**config.mk**
```make
export PLATFORM = sky130hd
export DESIGN_NAME = lettore_tabella_verita_flat
export DESIGN_NICKNAME = d
export VERILOG_FILES = /design/src/rtl/lettore_tabella_verita_if.sv /design/src/rtl/lettore_tabella_verita.sv /design/src/flat_wrapper.sv
export SDC_FILE = /design/constraint.sdc
export NUM_CORES = 1
export LEC_CHECK = 0
export BUFFER_PORTS_ARGS = -buffer_cell sky130_fd_sc_hd__buf_4
export CORE_MARGIN = 2
export CORE_UTILIZATION = 54
export DETAILED_ROUTE_END_ITERATION = 12
export PLACE_DENSITY = 0.84
export RECOVER_POWER = 50
export REMOVE_ABC_BUFFERS = 1
export SLEW_MARGIN = 10
export SYNTH_ARGS = -nofsm -noshare
export SYNTH_HDL_FRONTEND = slang
export SYNTH_SLANG_ARGS = --single-unit
```
**constraint.sdc**
```tcl
create_clock -name i_clock -period 2.34 [get_ports i_clock]
set_input_delay 0.468 -clock i_clock [delete_from_list [all_inputs] [get_ports i_clock]]
set_output_delay 0.468 -clock i_clock [all_outputs]
set_load 0.01 [all_outputs]
```
**src/rtl/lettore_tabella_verita_if.sv**
```systemverilog
// ----------------------------------------------------------------------------
// lettore_tabella_verita_if
// Bundle between the truth-table reader and the combinational network it
// characterises, plus the run-control / result signals seen by the host.
//
//   start          host -> reader   request one full table read
//   x              reader -> net    stimulus code driven to network inputs
//   z              net -> reader    network outputs
//   busy           reader -> host   run in progress (accept .. DONE inclusive)
//   done           reader -> host   one-cycle pulse, results valid from here
//   table_out      reader -> host   observed table, N_OUT bits per entry
//   mismatch       reader -> host   any entry differed from the expected table
//   err_count      reader -> host   number of differing entries
//   first_err_idx  reader -> host   lowest differing entry (0 if none)
//
// Modports: slave = the reader itself, master = host/bench side.
// ----------------------------------------------------------------------------
interface lettore_tabella_verita_if #(
    parameter int unsigned N_IN  = 3,
    parameter int unsigned N_OUT = 2
);
    logic                          start;
    logic [N_IN-1:0]               x;
    logic [N_OUT-1:0]              z;
    logic                          busy;
    logic                          done;
    logic [N_OUT*(2**N_IN)-1:0]    table_out;
    logic                          mismatch;
    logic [N_IN:0]                 err_count;
    logic [N_IN-1:0]               first_err_idx;

    modport slave (
        input  start,
        input  z,
        output x,
        output busy,
        output done,
        output table_out,
        output mismatch,
        output err_count,
        output first_err_idx
    );

    modport master (
        output start,
        output z,
        input  x,
        input  busy,
        input  done,
        input  table_out,
        input  mismatch,
        input  err_count,
        input  first_err_idx
    );
endinterface

```
**src/rtl/lettore_tabella_verita.sv**
```systemverilog
// ----------------------------------------------------------------------------
// lettore_tabella_verita
// Sequential truth-table reader. Walks the network inputs x through every code
// in ascending order, lets each code settle for SETTLE clocks, samples z into
// the observed table and compares each entry with EXPECTED.
//
// Ports:
//   i_clock   system clock, all state on the rising edge
//   i_reset   synchronous, active-high; overrides everything, including a run
//   bus       lettore_tabella_verita_if.slave (start/x/z/busy/done/results)
//
// Parameters:
//   N_IN      network input width, table depth 2**N_IN
//   N_OUT     network output width
//   SETTLE    clocks between driving x and sampling z (1..15, 4-bit counter)
//   EXPECTED  expected table, entry i at [N_OUT*i +: N_OUT]
// ----------------------------------------------------------------------------
module lettore_tabella_verita #(
    parameter int unsigned N_IN     = 3,
    parameter int unsigned N_OUT    = 2,
    parameter int unsigned SETTLE   = 3,
    parameter logic [N_OUT*(2**N_IN)-1:0] EXPECTED = 16'h0FA4
) (
    input  logic                      i_clock,
    input  logic                      i_reset,
    lettore_tabella_verita_if.slave   bus
);

    localparam int unsigned DEPTH = 2**N_IN;
    localparam int unsigned TW    = N_OUT*DEPTH;

    // WAIT lasts exactly SETTLE cycles: load SETTLE-1, leave when it hits 0.
    localparam logic [3:0]      CNT_INIT = 4'(SETTLE-1);
    localparam logic [N_IN-1:0] IDX_LAST = N_IN'(DEPTH-1);

    typedef enum logic [1:0] {
        S_IDLE   = 2'd0,
        S_WAIT   = 2'd1,
        S_SAMPLE = 2'd2,
        S_DONE   = 2'd3
    } state_t;

    state_t             r_state;
    state_t             w_next_state;

    logic [N_IN-1:0]    r_idx;
    logic [N_IN-1:0]    r_x;
    logic [3:0]         r_cnt;
    logic [TW-1:0]      r_table;
    logic               r_mismatch;
    logic [N_IN:0]      r_err_count;
    logic [N_IN-1:0]    r_first_err_idx;

    logic               w_busy;
    logic               w_done;
    logic               w_accept;
    logic               w_count;
    logic               w_sample;
    logic               w_last;
    logic               w_advance;
    logic               w_finish;
    logic [N_OUT-1:0]   w_z_exp;
    logic               w_z_err;

    assign w_last  = (r_idx == IDX_LAST);
    assign w_z_exp = EXPECTED[N_OUT*r_idx +: N_OUT];
    assign w_z_err = (bus.z != w_z_exp);

    // ------------------------------------------------------------------
    // FSM: state register
    // ------------------------------------------------------------------
    always_ff @(posedge i_clock) begin
        if (i_reset) begin
            r_state <= S_IDLE;
        end else begin
            r_state <= w_next_state;
        end
    end

    // ------------------------------------------------------------------
    // FSM: next state
    // ------------------------------------------------------------------
    always_comb begin
        w_next_state = r_state;
        case (r_state)
            S_IDLE:   if (bus.start)     w_next_state = S_WAIT;
            S_WAIT:   if (r_cnt == 4'd0) w_next_state = S_SAMPLE;
            S_SAMPLE: w_next_state = w_last ? S_DONE : S_WAIT;
            S_DONE:   w_next_state = S_IDLE;
            default:  w_next_state = S_IDLE;
        endcase
    end

    // ------------------------------------------------------------------
    // FSM: outputs / datapath strobes
    // ------------------------------------------------------------------
    always_comb begin
        w_busy    = 1'b0;
        w_done    = 1'b0;
        w_accept  = 1'b0;
        w_count   = 1'b0;
        w_sample  = 1'b0;
        w_advance = 1'b0;
        w_finish  = 1'b0;
        case (r_state)
            S_IDLE: begin
                w_accept = bus.start;
            end
            S_WAIT: begin
                w_busy  = 1'b1;
                w_count = (r_cnt != 4'd0);
            end
            S_SAMPLE: begin
                w_busy    = 1'b1;
                w_sample  = 1'b1;
                w_advance = !w_last;
            end
            S_DONE: begin
                w_busy   = 1'b1;
                w_done   = 1'b1;
                w_finish = 1'b1;
            end
            default: ;
        endcase
    end

    // ------------------------------------------------------------------
    // Datapath: stimulus index, settle counter, observed table, results
    // ------------------------------------------------------------------
    always_ff @(posedge i_clock) begin
        if (i_reset) begin
            r_idx           <= '0;
            r_x             <= '0;
            r_cnt           <= '0;
            r_table         <= '0;
            r_mismatch      <= 1'b0;
            r_err_count     <= '0;
            r_first_err_idx <= '0;
        end else begin
            if (w_accept) begin
                r_idx           <= '0;
                r_x             <= '0;
                r_cnt           <= CNT_INIT;
                r_table         <= '0;
                r_mismatch      <= 1'b0;
                r_err_count     <= '0;
                r_first_err_idx <= '0;
            end

            if (w_count) begin
                r_cnt <= r_cnt - 4'd1;
            end

            if (w_sample) begin
                r_table[N_OUT*r_idx +: N_OUT] <= bus.z;
                if (w_z_err) begin
                    r_mismatch  <= 1'b1;
                    r_err_count <= r_err_count + (N_IN+1)'(1);
                    // err_count still 0 means this is the first bad entry
                    if (r_err_count == '0) begin
                        r_first_err_idx <= r_idx;
                    end
                end
            end

            // x only moves on entry to WAIT, so every code gets a full settle
            if (w_advance) begin
                r_idx <= r_idx + N_IN'(1);
                r_x   <= r_idx + N_IN'(1);
                r_cnt <= CNT_INIT;
            end

            if (w_finish) begin
                r_x <= '0;
            end
        end
    end

    assign bus.x             = r_x;
    assign bus.busy          = w_busy;
    assign bus.done          = w_done;
    assign bus.table_out     = r_table;
    assign bus.mismatch      = r_mismatch;
    assign bus.err_count     = r_err_count;
    assign bus.first_err_idx = r_first_err_idx;

endmodule

```
**src/flat_wrapper.sv**
```systemverilog
// flat-port wrapper written by rule: the top's interface ports become plain ports
module lettore_tabella_verita_flat 
#(
    parameter int unsigned N_IN     = 3,
    parameter int unsigned N_OUT    = 2,
    parameter int unsigned SETTLE   = 3,
    parameter logic [N_OUT*(2**N_IN)-1:0] EXPECTED = 16'h0FA4
)
  (i_clock, i_reset, bus_start, bus_z, bus_x, bus_busy, bus_done, bus_table_out, bus_mismatch, bus_err_count, bus_first_err_idx);
  lettore_tabella_verita_if #(.N_IN(N_IN), .N_OUT(N_OUT)) bus_i ();
  input  logic i_clock;
  input  logic i_reset;
  input wire logic [$bits(bus_i.start)-1:0] bus_start;
  input wire logic [$bits(bus_i.z)-1:0] bus_z;
  output wire logic [$bits(bus_i.x)-1:0] bus_x;
  output wire logic [$bits(bus_i.busy)-1:0] bus_busy;
  output wire logic [$bits(bus_i.done)-1:0] bus_done;
  output wire logic [$bits(bus_i.table_out)-1:0] bus_table_out;
  output wire logic [$bits(bus_i.mismatch)-1:0] bus_mismatch;
  output wire logic [$bits(bus_i.err_count)-1:0] bus_err_count;
  output wire logic [$bits(bus_i.first_err_idx)-1:0] bus_first_err_idx;
  assign bus_i.start = bus_start;
  assign bus_i.z = bus_z;
  assign bus_x = bus_i.x;
  assign bus_busy = bus_i.busy;
  assign bus_done = bus_i.done;
  assign bus_table_out = bus_i.table_out;
  assign bus_mismatch = bus_i.mismatch;
  assign bus_err_count = bus_i.err_count;
  assign bus_first_err_idx = bus_i.first_err_idx;
  lettore_tabella_verita #(.N_IN(N_IN), .N_OUT(N_OUT), .SETTLE(SETTLE), .EXPECTED(EXPECTED)) u_core (.i_clock(i_clock), .i_reset(i_reset), .bus(bus_i));
endmodule
```
==> flow_summary.toml, run 1 <==
[clock_network]
root_buffer = "clkbuf_4"
cts.path.max_buffers = 2
cts_resized = 0
clk_pin_slew_ns = 0.11
cts.sinks = 36
cts_htree_levels = 2
numCtsBuffers = 5
post_cts_buffers = 0
clk_latency_ns = 0.35
holdBufCountCts = 0
cts_tree = "yes"

[drt]
avgRoutedWirePerCell_um = 13.1
wl_um = 3880
drcViolationCount = 0
viasPerCell = 5.51
dr.pass1.iters = 5
drt_iter0_drc = 91
via_count = 1631
antenna_left = 0

[grt]
grt_pass1_vias = 1485
antenna_found_initial = 0
grt_usage_pct = 23.0
overflow = 0
grt_max_degree = 35
grt_pass1_wl_um = 6420

[placement]
dp_hpwl_um = 2660
port_buffers = 33
dp.cells = 288
place.gp.congestion = 0.813

[cells_and_area]
multiInputGateArea_um2 = 987
fin_util_pct = 66.8
n_fill_cell = 302
register_area_um2 = 721
drive_gt1_share_pct = 10.3
nNetsFinal = 266
diodes = 0
final_cells = 296
area_growth_syn_to_layout_pct = 16.4

[yosys]
synth-compound-area-share_pct = 14.5
ys.flop_type = "dfxtp_1"
synth_area_leader_cell = "dfxtp_1"
synth-xor-area-share_pct = 0.984
synth_fa_ha_area_share_pct = 7.03
synth-async-reset-ratio_pct = 0
yosys-top-cells-count = "dfxtp_1 (36), nor2_1 (34), a21oi_1 (20), nand3_1 (18), nand2_1 (12)"
synthCells = 215
synth.area.mux_share_pct = 3.37
synth_seq_area_share_pct = 40.5
synth-simple-area-share_pct = 29.7
synth_top_cell_area_share_pct = 40.5
ys_types = 39
synth-edff-count = 0
syn_avg_cell_area_um2 = 8.28
ys_ff_latch = 36
yosys_warnings = 0
synth_area_leaders = "dfxtp_1 (40%), nor2_1 (7.2%), ha_1 (7.0%)"
synth_top_family_by_area = "simple AND/OR/NAND/NOR gates"
synth_area_um2 = 1780
post-synth-top-count-cell = "dfxtp_1"

[critical_path]
cp_slowest_cell = "dfxtp_1"
critPathLaunchType = "register"
path_cells = "inv_1, ha_1, ha_1, nand4_2, or2_1, mux2_4, nor2_1"
cp_common_cell = "ha_1"
endpoint_kind = "register"
critPathKind = "register to register"
crit_buf_inv = 1
critPathTopFamily = "adder cells"
max_stage_delay_ns = 0.40
cp.arrival_ns = 2.28
cp.required_ns = 2.63
path_max_fanout = 6

[timing]
skew_ns = 0.00899
period_minus_slack_ns = 2.00
fmax_mhz = 501
finalSetupTns_ns = 0
drv_slew = 0
setup_viol = 0
max_slew.worst_pin.slew_ns = 0.869
relSlewSlack_pct = 41.6
rsz0062_at_grt = "no"
min_period_over_period_pct = 85.4
hold_viol_final = 0

[floorplanning]
io_pins = 34
core_um2 = 3100
std_cell_rows = 20
die_h_um = 61.4
die-area_um2 = 3770
die_w_um = 61.4
initial_core_util_pct = 57.4

[pwr]
combPwrFrac_pct = 12.1
intPower_uw = 967
power.leakage_uw = 0.000775
switching_share_pct = 25.1
pwr-share-clk_pct = 38.4
p_sw_uw = 324
power_density_nw_per_um2 = 623
seq_power_share_pct = 49.5
peakVddDrop_mv = 0.433

[status]
outcome = "completed"

[job]
cap_violations = 0

[hold_path]
hold_path.class = "primary input to register"
## cell families after synthesis
| family | after synthesis |
|---|---|
| compound gates | 40 |
| xor+xnor | 2 |
| fa+ha+maj | 10 |
| buf+inv | 18 |
| flops | 36 |
| mux | 5 |
| simple gates | 104 |
## tightest hold or removal path, cell delays in order
cell     delay (ns)
buf_4          0.11
mux2i_1        0.07
nor2_1         0.08
## sequential cells by signal, indices dropped and copies added, names as in the netlist
name,flops
u_core.bus.err_count,4
u_core.bus.first_err_idx,3
u_core.bus.mismatch,1
u_core.bus.table_out,16
u_core.bus.x,3
u_core.r_cnt,4
u_core.r_idx,3
u_core.r_state,2
## area by class of cell
cell class / count / share of cell area (%)
Clock buffer: 7 / 3.14
Timing Repair Buffer: 37 / 8.51
Clock inverter: 1 / 1.45
Tap cell: 44 / 2.66
Sequential cell: 36 / 34.8
Multi-Input combinational cell: 161 / 47.6
Inverter: 10 / 1.81
## cells in the final DEF, fill, tap and decap left out, types with 3 or more instances in the layout
master / instances
or2_0: 5
nor2b_1: 3
nand3_1: 18
clkbuf_4: 5
nand2_1: 12
clkbuf_1: 27
o211ai_1: 5
and2_1: 5
a22oi_1: 4
buf_4: 10
nand2b_1: 4
inv_1: 10
a31oi_1: 6
ha_1: 10
or2_2: 3
nor2_1: 34
nor3_1: 6
mux2i_1: 3
dfxtp_1: 36
a21oi_1: 20
## layer usage
layer	wire length, um	GRT usage [%]	share of wire (%)	vias to the layer above
met5	0	0	0	-
met4	101	12.2	2.6	0
met3	169	5.67	4.4	9
met2	1840	36.5	47	36
met1	1770	28.8	46	765
li1	-	-	-	821
## power groups by stage
stage                     clock, uW  combinational, uW  sequential [uW]
after CTS                       498                161              639
after global placement            0                156              652
final                           495                156              639
after global routing            533                178              641
after detailed placement          0                160              653
after floorplan                   0               99.1              653
## final timing paths
check,startpoint,end,slack (ns),cells past startpoint
worst min-delay path,bus_z[1],u_core.bus.table_out[1],0.41,3
worst max-delay path,u_core.r_idx[1],u_core.bus.table_out[4],0.34,7
worst max register to register,u_core.r_idx[1],u_core.bus.table_out[4],0.34,7
worst min register to register,u_core.bus.table_out[13],u_core.bus.table_out[13],0.48,2
## per-stage QoR
stage | worst slack, ns | hold WS, ns | total power, uW | area, um2
floorplan | 0.342 | 0.474 | 752 | 1750
global placement | 0.453 | 0.446 | 808 | 2080
detailed placement | 0.378 | 0.461 | 812 | 2080
CTS | 0.350 | 0.410 | 1300 | 2180
global route | 0.113 | 0.417 | 1350 | 2070
finish | 0.343 | 0.413 | 1290 | 2070
Power figures use the tool's default switching activity.
==> run 2: changes to the inputs <==
--- a/config.mk
+++ b/config.mk
@@ -9,7 +9,8 @@
 export CORE_MARGIN = 2
 export CORE_UTILIZATION = 54
 export DETAILED_ROUTE_END_ITERATION = 12
-export PLACE_DENSITY = 0.84
+export GPL_ROUTABILITY_DRIVEN = 0
+export PLACE_DENSITY = 0.83
 export RECOVER_POWER = 50
 export REMOVE_ABC_BUFFERS = 1
 export SLEW_MARGIN = 10
==> run 2 against run 1 <==
Against the previous run: clock-buffer cell count is 1 lower; fmax grew 1.7%; cell count decreased by 0.68%; worst hold slack worse by 0.010 ns.
==> flow_summary.toml, run 2 (same netlist as run 1, synthesis figures left out) <==
[status]
outcome = "completed"

[floorplanning]
die-area_um2 = 3770
core_um2 = 3100
die_w_um = 61.4
std_cell_rows = 20
io_pins = 34
die_h_um = 61.4
initial_core_util_pct = 57.4

[drt]
dr.pass1.iters = 4
avgRoutedWirePerCell_um = 12.4
drt_iter0_drc = 54
drcViolationCount = 0
via_count = 1571
viasPerCell = 5.34
antenna_left = 0
wl_um = 3650

[timing]
rsz0062_at_grt = "no"
min_period_over_period_pct = 83.9
setup_viol = 0
drv_slew = 0
finalSetupTns_ns = 0
skew_ns = 0.00752
period_minus_slack_ns = 1.96
hold_viol_final = 0
relSlewSlack_pct = 39.0
fmax_mhz = 509
max_slew.worst_pin.slew_ns = 0.907
whs_ns = 0.402

[critical_path]
cp.required_ns = 2.63
path_max_fanout = 14
cp.arrival_ns = 2.25
endpoint_kind = "register"
critPathKind = "register to register"
critPathLaunchType = "register"

[clock_network]
cts_resized = 0
clk_latency_ns = 0.35
clk_pin_slew_ns = 0.10
cts_tree = "yes"
holdBufCountCts = 0
cts.sinks = 36
root_buffer = "clkbuf_4"
post_cts_buffers = 0
cts.path.max_buffers = 2
cts_htree_levels = 2
numCtsBuffers = 5

[pwr]
power_density_nw_per_um2 = 567
power.leakage_uw = 0.000752
peakVddDrop_mv = 0.372

[grt]
grt_pass1_vias = 1353
overflow = 0
grt_max_degree = 35
grt_pass1_wl_um = 5950
antenna_found_initial = 0
grt_usage_pct = 21.6

[placement]
port_buffers = 33
dp_hpwl_um = 2510

[cells_and_area]
drive_gt1_share_pct = 9.60
largest_reg_flops = 16
multiInputGateArea_um2 = 987
area_growth_syn_to_layout_pct = 13.6
nNetsFinal = 264
mostFrequentLayoutCells = "dfxtp_1 (36), nor2_1 (34), clkbuf_1 (27), a21oi_1 (20), nand3_1 (18)"
mostFrequentLayoutCell = "dfxtp_1"
diodes = 0
n_fill_cell = 317
register_area_um2 = 721
fin_util_pct = 65.2

[hold_path]
hold_path.class = "primary input to register"

[job]
cap_violations = 0
-- run 2: cell types whose count changed in the layout (fill, tap and decap cells not counted) --
cell,before,now
bufinv_16,1,0
buf_4,10,8
clkbuf_8,2,1
clkinv_2,0,2
-- run 2: critical path: stages, from the launching register on --
cell and delay [ns]:
dfxtp_1 0.39, inv_1 0.10, ha_1 0.54, inv_1 0.12, nor3_1 0.24, nand2_1 0.10
or2_2 0.30, a21oi_1 0.12
-- run 2: layout make-up --
class	instances	share of cell area, %
clock buffers	6	2.54
flip-flops and latches	36	35.6
inverters	10	1.86
repair buffers	35	7.98
clock inverters	2	0.495
well taps	44	2.72
multi-input cells	161	48.8
-- run 2: layer usage --
layer	global-route usage [%]	wire, um	vias to the layer above	share of wire, %
li1	-	-	818	-
met3	6.93	227	7	6.2
met1	28.1	1750	702	48
met5	0	0	-	0
met2	32.4	1600	44	44
met4	10.9	77	0	2.1
-- run 2: power by group --
part           switching, uW  leakage (uW)  internal (uW)
logic                   99.5      0.000423           53.3
clock network            212     0.0000380            143
registers               11.5      0.000291            627
-- run 2: worst paths after layout --
path / slack (ns) / cells past startpoint / start / endpoint
setup / recovery: 0.38 / 7 / u_core.r_idx[1] / u_core.bus.table_out[13]
hold / removal: 0.40 / 3 / bus_z[1] / u_core.bus.table_out[1]
setup reg to reg: 0.38 / 7 / u_core.r_idx[1] / u_core.bus.table_out[13]
hold reg to reg: 0.46 / 2 / u_core.bus.mismatch / u_core.bus.mismatch
-- run 2: per-stage QoR --
| stage | area (um2) | power (uW) | cells | setup WS [ns] |
|---|---|---|---|---|
| 5_1_grt | 2020 | 1200 | 294 | 0.166 |
| 2_1_floorplan | 1750 | 752 | 207 | 0.342 |
| 3_3_place_gp | 2070 | 804 | 286 | 0.442 |
| 3_5_place_dp | 2070 | 810 | 286 | 0.366 |
| 6_report | 2020 | 1150 | 294 | 0.376 |
| 4_1_cts | 2130 | 1160 | 294 | 0.348 |
